[src/rtl/decode_pkg.sv]
// Shared types, encodings and immediate helpers for the RV32I decode stage.
// Widths mirror the legacy constants header so older blocks can share the same numbers.
package decode_pkg;

    localparam int unsigned DEF_XLEN       = 32;
    localparam int unsigned INSTR_WIDTH    = 32;
    localparam int unsigned REG_ADDR_WIDTH = 5;
    localparam int unsigned OP_SEL_WIDTH   = 2;
    localparam int unsigned ALU_OP_WIDTH   = 4;
    localparam int unsigned FU_SEL_WIDTH   = 3;

    localparam logic [OP_SEL_WIDTH-1:0] OP_SEL_RS2      = 2'd0;
    localparam logic [OP_SEL_WIDTH-1:0] OP_SEL_IMM      = 2'd1;
    localparam logic [OP_SEL_WIDTH-1:0] OP_SEL_PC_IMM   = 2'd2;
    localparam logic [OP_SEL_WIDTH-1:0] OP_SEL_ZERO_IMM = 2'd3;

    localparam logic [ALU_OP_WIDTH-1:0] ALU_ADD  = 4'd0;
    localparam logic [ALU_OP_WIDTH-1:0] ALU_SUB  = 4'd1;
    localparam logic [ALU_OP_WIDTH-1:0] ALU_SLL  = 4'd2;
    localparam logic [ALU_OP_WIDTH-1:0] ALU_SLT  = 4'd3;
    localparam logic [ALU_OP_WIDTH-1:0] ALU_SLTU = 4'd4;
    localparam logic [ALU_OP_WIDTH-1:0] ALU_XOR  = 4'd5;
    localparam logic [ALU_OP_WIDTH-1:0] ALU_SRL  = 4'd6;
    localparam logic [ALU_OP_WIDTH-1:0] ALU_SRA  = 4'd7;
    localparam logic [ALU_OP_WIDTH-1:0] ALU_OR   = 4'd8;
    localparam logic [ALU_OP_WIDTH-1:0] ALU_AND  = 4'd9;
    localparam logic [ALU_OP_WIDTH-1:0] ALU_EQ   = 4'd10;
    localparam logic [ALU_OP_WIDTH-1:0] ALU_NE   = 4'd11;
    localparam logic [ALU_OP_WIDTH-1:0] ALU_LT   = 4'd12;
    localparam logic [ALU_OP_WIDTH-1:0] ALU_GE   = 4'd13;
    localparam logic [ALU_OP_WIDTH-1:0] ALU_LTU  = 4'd14;
    localparam logic [ALU_OP_WIDTH-1:0] ALU_GEU  = 4'd15;

    localparam logic [FU_SEL_WIDTH-1:0] FU_NONE   = 3'd0;
    localparam logic [FU_SEL_WIDTH-1:0] FU_ALU    = 3'd1;
    localparam logic [FU_SEL_WIDTH-1:0] FU_BRANCH = 3'd2;
    localparam logic [FU_SEL_WIDTH-1:0] FU_LSU    = 3'd3;
    localparam logic [FU_SEL_WIDTH-1:0] FU_SYS    = 3'd4;

    localparam logic [6:0] OPC_LUI      = 7'b0110111;
    localparam logic [6:0] OPC_AUIPC    = 7'b0010111;
    localparam logic [6:0] OPC_JAL      = 7'b1101111;
    localparam logic [6:0] OPC_JALR     = 7'b1100111;
    localparam logic [6:0] OPC_BRANCH   = 7'b1100011;
    localparam logic [6:0] OPC_LOAD     = 7'b0000011;
    localparam logic [6:0] OPC_STORE    = 7'b0100011;
    localparam logic [6:0] OPC_OP_IMM   = 7'b0010011;
    localparam logic [6:0] OPC_OP       = 7'b0110011;
    localparam logic [6:0] OPC_MISC_MEM = 7'b0001111;
    localparam logic [6:0] OPC_SYSTEM   = 7'b1110011;

    typedef struct packed {
        logic [INSTR_WIDTH-1:0] instr;
    } decode_in_t;

    typedef struct packed {
        logic [OP_SEL_WIDTH-1:0]   op_sel;
        logic [ALU_OP_WIDTH-1:0]   alu_op;
        logic [REG_ADDR_WIDTH-1:0] rs1;
        logic [REG_ADDR_WIDTH-1:0] rs2;
        logic [REG_ADDR_WIDTH-1:0] rd;
        logic [INSTR_WIDTH-1:0]    imm;
        logic [FU_SEL_WIDTH-1:0]   fu_sel;
        logic                      illegal;
    } decode_out_t;

    function automatic logic [31:0] imm_i(input logic [31:0] i);
        return {{20{i[31]}}, i[31:20]};
    endfunction

    function automatic logic [31:0] imm_s(input logic [31:0] i);
        return {{20{i[31]}}, i[31:25], i[11:7]};
    endfunction

    function automatic logic [31:0] imm_b(input logic [31:0] i);
        return {{19{i[31]}}, i[31], i[7], i[30:25], i[11:8], 1'b0};
    endfunction

    function automatic logic [31:0] imm_u(input logic [31:0] i);
        return {i[31:12], 12'b0};
    endfunction

    function automatic logic [31:0] imm_j(input logic [31:0] i);
        return {{11{i[31]}}, i[31], i[19:12], i[20], i[30:21], 1'b0};
    endfunction

    // alt is instr[30] only where it distinguishes SUB/SRA.
    function automatic logic [ALU_OP_WIDTH-1:0] alu_from_f3(input logic [2:0] f3,
                                                            input logic alt);
        case (f3)
            3'd0:    return alt ? ALU_SUB : ALU_ADD;
            3'd1:    return ALU_SLL;
            3'd2:    return ALU_SLT;
            3'd3:    return ALU_SLTU;
            3'd4:    return ALU_XOR;
            3'd5:    return alt ? ALU_SRA : ALU_SRL;
            3'd6:    return ALU_OR;
            default: return ALU_AND;
        endcase
    endfunction

endpackage

[src/rtl/rv32i_decoder.sv]
// Purely combinational RV32I base decoder: raw instruction to operand/ALU/FU controls.
// Illegal encodings collapse to a zeroed entry with only the illegal flag set.
module rv32i_decoder
    import decode_pkg::*;
(
    input  decode_in_t  fetch,
    output decode_out_t dec
);

    logic [31:0] instr;
    logic [6:0]  opcode;
    logic [2:0]  f3;
    logic [6:0]  f7;
    logic        bad;

    assign instr  = fetch.instr;
    assign opcode = instr[6:0];
    assign f3     = instr[14:12];
    assign f7     = instr[31:25];

    always_comb begin
        dec    = '0;
        bad    = 1'b0;
        dec.rd = instr[11:7];
        if (instr[1:0] != 2'b11) begin
            bad = 1'b1;
        end else begin
            case (opcode)
                OPC_LUI: begin
                    dec.imm    = imm_u(instr);
                    dec.op_sel = OP_SEL_ZERO_IMM;
                    dec.fu_sel = FU_ALU;
                end
                OPC_AUIPC: begin
                    dec.imm    = imm_u(instr);
                    dec.op_sel = OP_SEL_PC_IMM;
                    dec.fu_sel = FU_ALU;
                end
                OPC_JAL: begin
                    dec.imm    = imm_j(instr);
                    dec.op_sel = OP_SEL_PC_IMM;
                    dec.fu_sel = FU_BRANCH;
                end
                OPC_JALR: begin
                    bad        = (f3 != 3'd0);
                    dec.rs1    = instr[19:15];
                    dec.imm    = imm_i(instr);
                    dec.op_sel = OP_SEL_IMM;
                    dec.fu_sel = FU_BRANCH;
                end
                OPC_BRANCH: begin
                    dec.rd     = '0;
                    dec.rs1    = instr[19:15];
                    dec.rs2    = instr[24:20];
                    dec.imm    = imm_b(instr);
                    dec.op_sel = OP_SEL_RS2;
                    dec.fu_sel = FU_BRANCH;
                    case (f3)
                        3'd0:    dec.alu_op = ALU_EQ;
                        3'd1:    dec.alu_op = ALU_NE;
                        3'd4:    dec.alu_op = ALU_LT;
                        3'd5:    dec.alu_op = ALU_GE;
                        3'd6:    dec.alu_op = ALU_LTU;
                        3'd7:    dec.alu_op = ALU_GEU;
                        default: bad = 1'b1;
                    endcase
                end
                OPC_LOAD: begin
                    bad        = (f3 == 3'd3) || (f3 > 3'd5);
                    dec.rs1    = instr[19:15];
                    dec.imm    = imm_i(instr);
                    dec.op_sel = OP_SEL_IMM;
                    dec.fu_sel = FU_LSU;
                end
                OPC_STORE: begin
                    bad        = (f3 > 3'd2);
                    dec.rd     = '0;
                    dec.rs1    = instr[19:15];
                    dec.rs2    = instr[24:20];
                    dec.imm    = imm_s(instr);
                    dec.op_sel = OP_SEL_IMM;
                    dec.fu_sel = FU_LSU;
                end
                OPC_OP_IMM: begin
                    // Shift immediates reuse the funct7 field, so only those constrain it.
                    bad        = ((f3 == 3'd1) && (f7 != 7'h00)) ||
                                 ((f3 == 3'd5) && (f7 != 7'h00) && (f7 != 7'h20));
                    dec.rs1    = instr[19:15];
                    dec.imm    = imm_i(instr);
                    dec.alu_op = alu_from_f3(f3, (f3 == 3'd5) && instr[30]);
                    dec.op_sel = OP_SEL_IMM;
                    dec.fu_sel = FU_ALU;
                end
                OPC_OP: begin
                    bad        = !((f7 == 7'h00) ||
                                   ((f7 == 7'h20) && ((f3 == 3'd0) || (f3 == 3'd5))));
                    dec.rs1    = instr[19:15];
                    dec.rs2    = instr[24:20];
                    dec.alu_op = alu_from_f3(f3, instr[30]);
                    dec.op_sel = OP_SEL_RS2;
                    dec.fu_sel = FU_ALU;
                end
                OPC_MISC_MEM: begin
                    bad        = (f3 > 3'd1);
                    dec.rs1    = instr[19:15];
                    dec.imm    = imm_i(instr);
                    dec.op_sel = OP_SEL_IMM;
                    dec.fu_sel = FU_SYS;
                end
                OPC_SYSTEM: begin
                    // funct3==0 only admits ECALL and EBREAK.
                    bad        = (f3 == 3'd4) ||
                                 ((f3 == 3'd0) && (instr[31:7] != 25'd0) &&
                                  (instr[31:7] != {12'd1, 13'd0}));
                    dec.rs1    = instr[19:15];
                    dec.imm    = imm_i(instr);
                    dec.op_sel = OP_SEL_IMM;
                    dec.fu_sel = FU_SYS;
                end
                default: bad = 1'b1;
            endcase
        end
        if (bad) begin
            dec         = '0;
            dec.alu_op  = ALU_ADD;
            dec.fu_sel  = FU_NONE;
            dec.illegal = 1'b1;
        end
    end

endmodule

[src/rtl/decode_stage_mt.sv]
// Multithreaded decode stage: handshaked head register plus one-entry skid buffer,
// per-thread flush and per-thread saturating illegal-instruction counters.
module decode_stage_mt
    import decode_pkg::*;
#(
    parameter int unsigned XLEN      = DEF_XLEN,
    parameter int unsigned THREADS   = 8,
    parameter int unsigned ILL_CNT_W = 8,
    localparam int unsigned TID_W    = (THREADS > 1) ? $clog2(THREADS) : 1
) (
    input  logic                       clk,
    input  logic                       rst,
    input  logic                       in_valid_i,
    output logic                       in_ready_o,
    input  logic [XLEN-1:0]            in_pc_i,
    input  logic [TID_W-1:0]           in_tid_i,
    input  logic [31:0]                in_instr_i,
    input  logic                       stall_i,
    input  logic [THREADS-1:0]         flush_i,
    output logic                       out_valid_o,
    input  logic                       out_ready_i,
    output logic [OP_SEL_WIDTH-1:0]    out_op_sel_o,
    output logic [ALU_OP_WIDTH-1:0]    out_alu_op_o,
    output logic [REG_ADDR_WIDTH-1:0]  out_rs1_o,
    output logic [REG_ADDR_WIDTH-1:0]  out_rs2_o,
    output logic [REG_ADDR_WIDTH-1:0]  out_rd_o,
    output logic [XLEN-1:0]            out_imm_o,
    output logic [XLEN-1:0]            out_pc_o,
    output logic [TID_W-1:0]           out_tid_o,
    output logic [FU_SEL_WIDTH-1:0]    out_fu_sel_o,
    output logic                       out_illegal_o,
    input  logic [THREADS-1:0]         ill_clr_i,
    output logic [THREADS*ILL_CNT_W-1:0] ill_cnt_o
);

    typedef struct packed {
        logic [XLEN-1:0]  pc;
        logic [TID_W-1:0] tid;
        decode_out_t      dec;
    } entry_t;

    entry_t                head_q, head_d, skid_q, skid_d, in_entry;
    logic                  head_valid_q, head_valid_d, skid_valid_q, skid_valid_d;
    logic                  in_ready_q;
    logic [ILL_CNT_W-1:0]  cnt_q [THREADS];
    logic [ILL_CNT_W-1:0]  cnt_d [THREADS];
    decode_in_t            dec_in;
    decode_out_t           dec_out;
    logic [31:0]           tid_ext;
    logic                  tid_oor, drain, accept, head_live, skid_live, in_live;

    function automatic logic killed(input logic [TID_W-1:0] tid,
                                    input logic [THREADS-1:0] mask);
        logic k;
        k = 1'b0;
        for (int unsigned t = 0; t < THREADS; t++) begin
            if (mask[t] && (tid == TID_W'(t))) k = 1'b1;
        end
        return k;
    endfunction

    assign dec_in.instr = in_instr_i;

    rv32i_decoder u_dec (
        .fetch (dec_in),
        .dec   (dec_out)
    );

    // Thread ids past THREADS can only appear when THREADS is not a power of two.
    assign tid_ext = 32'(in_tid_i);
    assign tid_oor = (tid_ext >= THREADS);

    always_comb begin
        in_entry.pc  = in_pc_i;
        in_entry.tid = in_tid_i;
        in_entry.dec = dec_out;
        if (tid_oor) begin
            in_entry.dec         = '0;
            in_entry.dec.illegal = 1'b1;
        end
    end

    assign drain     = head_valid_q & out_ready_i & ~stall_i;
    assign accept    = in_valid_i & in_ready_q;
    assign head_live = head_valid_q & ~drain & ~killed(head_q.tid, flush_i);
    assign skid_live = skid_valid_q & ~killed(skid_q.tid, flush_i);
    assign in_live   = accept & ~killed(in_tid_i, flush_i);

    // Survivors are compacted in age order: head, then skid, then the new entry.
    always_comb begin
        head_d       = head_q;
        skid_d       = skid_q;
        head_valid_d = 1'b0;
        skid_valid_d = 1'b0;
        if (head_live) begin
            head_valid_d = 1'b1;
            if (skid_live) begin
                skid_valid_d = 1'b1;
            end else if (in_live) begin
                skid_d       = in_entry;
                skid_valid_d = 1'b1;
            end
        end else if (skid_live) begin
            head_d       = skid_q;
            head_valid_d = 1'b1;
            if (in_live) begin
                skid_d       = in_entry;
                skid_valid_d = 1'b1;
            end
        end else if (in_live) begin
            head_d       = in_entry;
            head_valid_d = 1'b1;
        end
    end

    always_comb begin
        for (int unsigned t = 0; t < THREADS; t++) begin
            cnt_d[t] = cnt_q[t];
            if (ill_clr_i[t]) begin
                cnt_d[t] = '0;
            end else if (in_live && in_entry.dec.illegal && !tid_oor &&
                         (in_tid_i == TID_W'(t)) && (cnt_q[t] != '1)) begin
                cnt_d[t] = cnt_q[t] + 1'b1;
            end
        end
    end

    always_ff @(posedge clk or negedge rst) begin
        if (!rst) begin
            head_q       <= '0;
            skid_q       <= '0;
            head_valid_q <= 1'b0;
            skid_valid_q <= 1'b0;
            in_ready_q   <= 1'b0;
            for (int unsigned t = 0; t < THREADS; t++) cnt_q[t] <= '0;
        end else begin
            head_q       <= head_d;
            skid_q       <= skid_d;
            head_valid_q <= head_valid_d;
            skid_valid_q <= skid_valid_d;
            in_ready_q   <= ~skid_valid_d;
            for (int unsigned t = 0; t < THREADS; t++) cnt_q[t] <= cnt_d[t];
        end
    end

    assign in_ready_o    = in_ready_q;
    assign out_valid_o   = head_valid_q;
    assign out_op_sel_o  = head_q.dec.op_sel;
    assign out_alu_op_o  = head_q.dec.alu_op;
    assign out_rs1_o     = head_q.dec.rs1;
    assign out_rs2_o     = head_q.dec.rs2;
    assign out_rd_o      = head_q.dec.rd;
    assign out_imm_o     = XLEN'($signed(head_q.dec.imm));
    assign out_pc_o      = head_q.pc;
    assign out_tid_o     = head_q.tid;
    assign out_fu_sel_o  = head_q.dec.fu_sel;
    assign out_illegal_o = head_q.dec.illegal;

    always_comb begin
        ill_cnt_o = '0;
        for (int unsigned t = 0; t < THREADS; t++) begin
            ill_cnt_o[t*ILL_CNT_W +: ILL_CNT_W] = cnt_q[t];
        end
    end

endmodule

[config.mk]
export PLATFORM = sky130hd
export DESIGN_NAME = decode_stage_mt
export DESIGN_NICKNAME = d
export VERILOG_FILES = /design/src/rtl/decode_pkg.sv /design/src/rtl/rv32i_decoder.sv /design/src/rtl/decode_stage_mt.sv
export SDC_FILE = /design/constraint.sdc
export NUM_CORES = 1
export LEC_CHECK = 0
export ABC_CLOCK_PERIOD_IN_PS = 2450
export BUFFER_PORTS_ARGS = -buffer_cell sky130_fd_sc_hd__buf_2
export CAP_MARGIN = 20
export CORE_MARGIN = 3
export CORE_UTILIZATION = 35
export CTS_CLUSTER_SIZE = 8
export DETAILED_ROUTE_END_ITERATION = 12
export PLACE_DENSITY = 0.68
export SETUP_SLACK_MARGIN = 0.2
export SYNTH_ARGS = -nofsm -noshare
export SYNTH_HDL_FRONTEND = slang
export SYNTH_SLANG_ARGS = --single-unit
[constraint.sdc]
create_clock -name clk -period 2.45 [get_ports clk]
set_input_delay 0.245 -clock clk [delete_from_list [all_inputs] [get_ports clk]]
set_output_delay 0.245 -clock clk [all_outputs]
set_load 0.02 [all_outputs]
**Yosys cells after proc, flatten, opt, wreduce, memory -nomap -nowiden**

Index checks and enable logic that the tools add are counted.

- Logic and storage cells: 269
- Output and inout bits: 158
- Input bits: 88
- Bits in registers: 251

- Eq/ne operators: 52
- Multiplexer cells: 71
- Reduce and logical (&&, ||, !) cells: 89
- $lt $le $gt $ge: 4
- Add/sub/neg operators: 8
- Bitwise operators: 14

Operators by type and width:

| operator | number |
|---|---|
| $mux 92 | 6 |
| $pmux 32 s5 | 1 |
| $mux 8 | 16 |
| $mux 57 | 2 |
| $add 8x1->8 const B | 8 |
| $ne 8x8->1 const B | 8 |
| $mux 56 | 1 |
| $pmux 4 s7 | 2 |
| $logic_and 1x1->1 | 49 |
| $eq 3x3->1 const B | 16 |
| $mux 1 | 35 |
| $eq 7x6->1 const B | 4 |
| $eq 7x7->1 const B | 4 |
| $ne 25x14->1 const B | 1 |
| $reduce_bool 25->1 | 1 |
| $eq 3x2->1 const B | 8 |
| $pmux 4 s6 | 1 |
| $reduce_bool 2->1 | 10 |
| $mux 5 | 3 |
| $eq 7x5->1 const B | 2 |
| $eq 3x1->1 const B | 4 |
| $logic_not 3->1 | 4 |
| $pmux 3 s4 | 1 |
| $pmux 4 s3 | 1 |
| other kinds (24) | 50 |

**Depth between registers and ports, before layout**

- Word-level depth: 18
- Depth in mapped cells: 11
- Gate-level depth less buffers: 7

**Cells and area by module**

From an unflattened synthesis, not the netlist that was laid out.

- Cell total of the unflattened synthesis: 1241
- Area, all modules: 13504.2 µm²

Modules (own cells, without submodules):

| module | area each (µm²) | cells each | seq. area each (µm²) | times used |
|---|---|---|---|---|
| decode_stage_mt | 11866.4 | 1019 | 6281.0 | 1 |
| rv32i_decoder | 1637.8 | 222 | 0.0 | 1 |

**Worst setup path after synthesis**

Ideal clock, no wire load.

- Kind: register to register
- From: register head_q, in the netlist out_tid_o[0]
- To: register skid_q[56] (netlist bit)
- Setup slack: -0.111 ns
- Setup time: 0.125 ns
- Arrival time: 2.437 ns
- Required time: 2.325 ns
- Buffers on the path: 2
- Clock period less this slack: 2.561 ns
- Cell stages (with the launch flop): 9
- Cells stage by stage: dfrtp_1 mux4_2 nor2b_1 a211oi_2 xnor2_1 nand2_1 buf_2 buf_2 mux2_2

- Longest elaborated chain between the ends: 14
- Elaborated cells between the ends (all ways): 30
- Those cells by class: eq/ne: 8; mux: 9; bitwise: 2; reduce/logical: 11

RTL lines:

| what | RTL line | RTL |
|---|---|---|
| start: declaration | decode_stage_mt.sv:42 | `entry_t head_q, head_d, skid_q, skid_d, in_entry;` |
| start signal: assignment | decode_stage_mt.sv:130 | `head_q <= '0;` |
| start signal: assignment | decode_stage_mt.sv:137 | `head_q <= head_d;` |
| $logic_not 3->1 | decode_stage_mt.sv:57 | `if (mask[t] && (tid == TID_W'(t))) k = 1'b1;` |
| $logic_and 1x1->1 | decode_stage_mt.sv:57 |  |
| $mux 1 (7 in a row) | decode_stage_mt.sv:57 |  |
| $mux 1 (*) | decode_stage_mt.sv:57 |  |
| $not 1->1 (*) | decode_stage_mt.sv:85 | `assign head_live = head_valid_q & ~drain & ~killed(head_q.tid, flush_i);` |
| $and 1x1->1 (*) | decode_stage_mt.sv:85 |  |
| $ne 2x2->1 (no source line) / $reduce_bool 2->1 (equally long branches) | -- |  |
| $reduce_and 2->1 (no source line) | -- |  |
| end signal: assignment | decode_stage_mt.sv:138 | `skid_q <= skid_d;` |
| end: declaration | decode_stage_mt.sv:42 |  |

Mark *: on every way between the ends. The rest lies on a longest branch, timed or not.
A chain may end at the register's enable or synchronous reset.

**Final worst setup path**

- From: register head_q, in the netlist out_tid_o[0]
- To: register skid_q[8] (netlist bit)

Same word-level chain as after synthesis.

==> impl_metrics.yaml <==
logic_synthesis:
  ys_top_cells_by_area: "dfrtp_1 (51%), nand2_1 (5.5%), a21oi_1 (5.0%)"
  synth.avg_cell_area_um2: 9.43
  yosysMostFrequentCell: "dfrtp_1"
  syn_nets: 1402
  synthesis.area_um2: 12300
  ys_seq_elements: 251
  ys.flop_type: "dfrtp_1"
  synth-edff-count: 0
  synth_top_area_share_pct: 51.0
  yosys_warnings: 0
  async_reset_ff_share_pct: 100
  seq_area_frac_synth_pct: 51.0
  synth_cell_types: 66
  syn_inst: 1306
  synth_common_cells: "dfrtp_1 (251), nand2_1 (182), a21oi_1 (122)"
  synth_top_area_cell: "dfrtp_1"
die:
  die-area_um2: 37500
  core-area_um2: 34600
  dieWidth_um: 194
  start_util_pct: 35.6
  die_h_um: 194
  rows: 68
  io_pins: 246
sta:
  setup_slack_ns: -0.0332
  timing.final.hold_violations: 0
  rsz0062_at_grt: "yes"
  tightest_slew_ns: 0.750
  timing.fmax_mhz: 403
  setup_viol_count_final: 19
  whs_ns: 0.0398
  max-slew-margin-rel_pct: 48.7
  period_minus_slack_ns: 2.48
  finalMaxSlewViolations: 0
  fin_skew_ns: 0.00787
  finalCritPeriodShare_pct: 101
pwr:
  power_density_nw_per_um2: 916
  power_mw: 15.8
  vdd_drop_max_mv: 0.618
  p_leak_nw: 7.79
routing:
  wire_per_inst_um: 20.0
  ant_nets: 0
  vias: 11800
  vias_per_cell: 5.57
  routed_wl_mm: 42.6
  drc: 0
  dr.pass1.iters: 6
  drt_iter0_drc: 835
placement:
  port_buffers: 245
  gp_congestion: 0.933
  hpwl_mm: 26.7
clock_tree:
  cts_tree: "done"
  clock-root-buffer: "clkbuf_16"
  clk_latency_ns: 0.51
  path_clk_slew_ns: 0.05
  htree_levels: 2
  numCtsBuffers: 37
  clockBufferDepth: 3
  clkSinkCount: 251
layout:
  seqCellArea_um2: 6280
  fillers: 3157
  nNetsFinal: 1756
  area_delta_synth_final_pct: 39.6
  multi_input_area_um2: 6090
  drive_gt1_share_pct: 34.1
grt:
  grt_start_max_net_pins: 103
  grt_usage_pct: 21.0
  antenna_found_initial: 9
  grt-ovfl-total: 0
  grt_pass1_wl_mm: 64.3
  grt_pass1_vias: 11400
outcome:
  status: "complete, but fails checks"
  violations: "setup timing"
setup_path:
  crit_required_ns: 2.83
  worstSetupPathType: "register to register"
  critPathBufInv: 3
  worstSetupEndpointType: "register"
  slowest_stage: "mux4_2"
  critPathArrivalTime_ns: 2.86
  cp_top_family: "buffers and inverters"
  cpPeakStageDelay_ns: 0.50
  worstPathMaxFanout: 34
  critPathLaunchType: "register"
  cp_cell_sequence: "mux4_2, nor2b_4, a211oi_4, buf_6, xnor2_4, nand2_4, buf_4, buf_16, nand2_1, o21ai_0"
worst_hold_path:
  hold_path.class: "primary input to register"
run:
  cap_violations: 0
-- worst paths after layout --
path                                      from            end  slack [ns]  cells after the start
worst max register to register    out_tid_o[0]      skid_q[8]       -0.03                     10
min in group asynchronous                  rst     skid_q[43]        0.31                      2
max in group asynchronous                  rst     skid_q[79]        1.34                      3
worst max-delay path              out_tid_o[0]      skid_q[8]       -0.03                     10
worst min register to register   out_illegal_o  out_illegal_o        0.47                      2
worst min-delay path            in_instr_i[11]     skid_q[40]        0.04                      3
-- cell type report --
type / instances / area share [%]
Antenna cell: 3 / 0.0437
Clock buffer: 42 / 5.74
Clock inverter: 2 / 0.0801
Inverter: 19 / 0.430
Multi-Input combinational cell: 937 / 35.4
Sequential cell: 251 / 36.6
Tap cell: 455 / 3.31
Timing Repair Buffer: 414 / 18.4
-- layer usage --
layer / share of wire (%) / GRT usage [%] / vias to the layer above / routed length [µm]
met5: 0.20 / 0 / - / 84
met4: 2.2 / 5.25 / 12 / 954
met3: 7.8 / 5.17 / 77 / 3330
met2: 47 / 33.6 / 445 / 20100
met1: 43 / 28.7 / 5847 / 18100
li1: - / - / 5434 / -
-- cell usage in the layout, fill, tap and decap left out, types with 26 or more instances in the layout --
master,count
nand2_1,177
o31ai_1,36
a31oi_1,32
buf_4,88
dfrtp_1,249
nand3_1,54
clkbuf_16,46
buf_2,244
mux2_2,35
a21oi_1,110
nor2_1,81
dlygate4sd3_1,41
o21ai_0,60
or4_1,26
nor2_4,28
-- what timing repair did --
item                       CTS  global route
setup buffers                3             8
pin swaps                    7            25
gates resized for setup     22           127
hold buffers                41             0
gates cloned                 5            12
setup endpoints to repair  177           188
hold endpoints to repair   191             0
-- registers in the layout (all words and copies together) (netlist names) --
signal	flops
ill_cnt_o	64
in_ready_o	1
out_pc_o	32
out_illegal_o	1
out_rd_o	5
out_rs2_o	5
out_op_sel_o	2
skid_valid_q	1
out_tid_o	3
out_valid_o	1
out_imm_o	32
skid_q	92
out_fu_sel_o	3
out_alu_op_o	4
out_rs1_o	5
-- logic make-up (layout without fill, tap and decap cells) --
kind of cell    Yosys count  count (layout)  synth area share [%]
compound gates          366             366                  18.4
xor+xnor                 20              20                  1.42
fa+ha+maj                 9               9                 0.894
buf+inv                 119             477                  4.02
flops                   251             251                  51.0
mux                      49              49                  4.79
other cells               0               3                     0
simple gates            492             493                  19.4
-- worst register-to-register path: cells and delay by family (launching register included) --
kind	cells	cell delay (ns)
xor+xnor	1	0.15
flops	1	0.41
compound gates	2	0.38
mux	1	0.50
simple gates	3	0.36
buf+inv	3	0.54
-- stage by stage --
step / area [µm²] / utilization [%] / setup TNS (ns) / setup WS (ns) / cells
global route: 17200 / 49.6 / -6.81 / -0.0973 / 2122
global placement: 14700 / 42.5 / -7.17 / -0.160 / 2007
CTS: 16400 / 47.3 / -0.394 / -0.0401 / 2100
floorplan: 12400 / - / 0 / 0.0859 / 1306
detailed placement: 14700 / 42.5 / -10.17 / -0.214 / 2007
finish: 17200 / 49.6 / -0.198 / -0.0332 / 2123
-- power by group --
group	switching [mW]	total, mW	internal (mW)
sequential	0.738	5.86	5.12
clock	1.81	4.61	2.80
combinational	3.04	5.28	2.24
(Power assumes the default switching activity.)
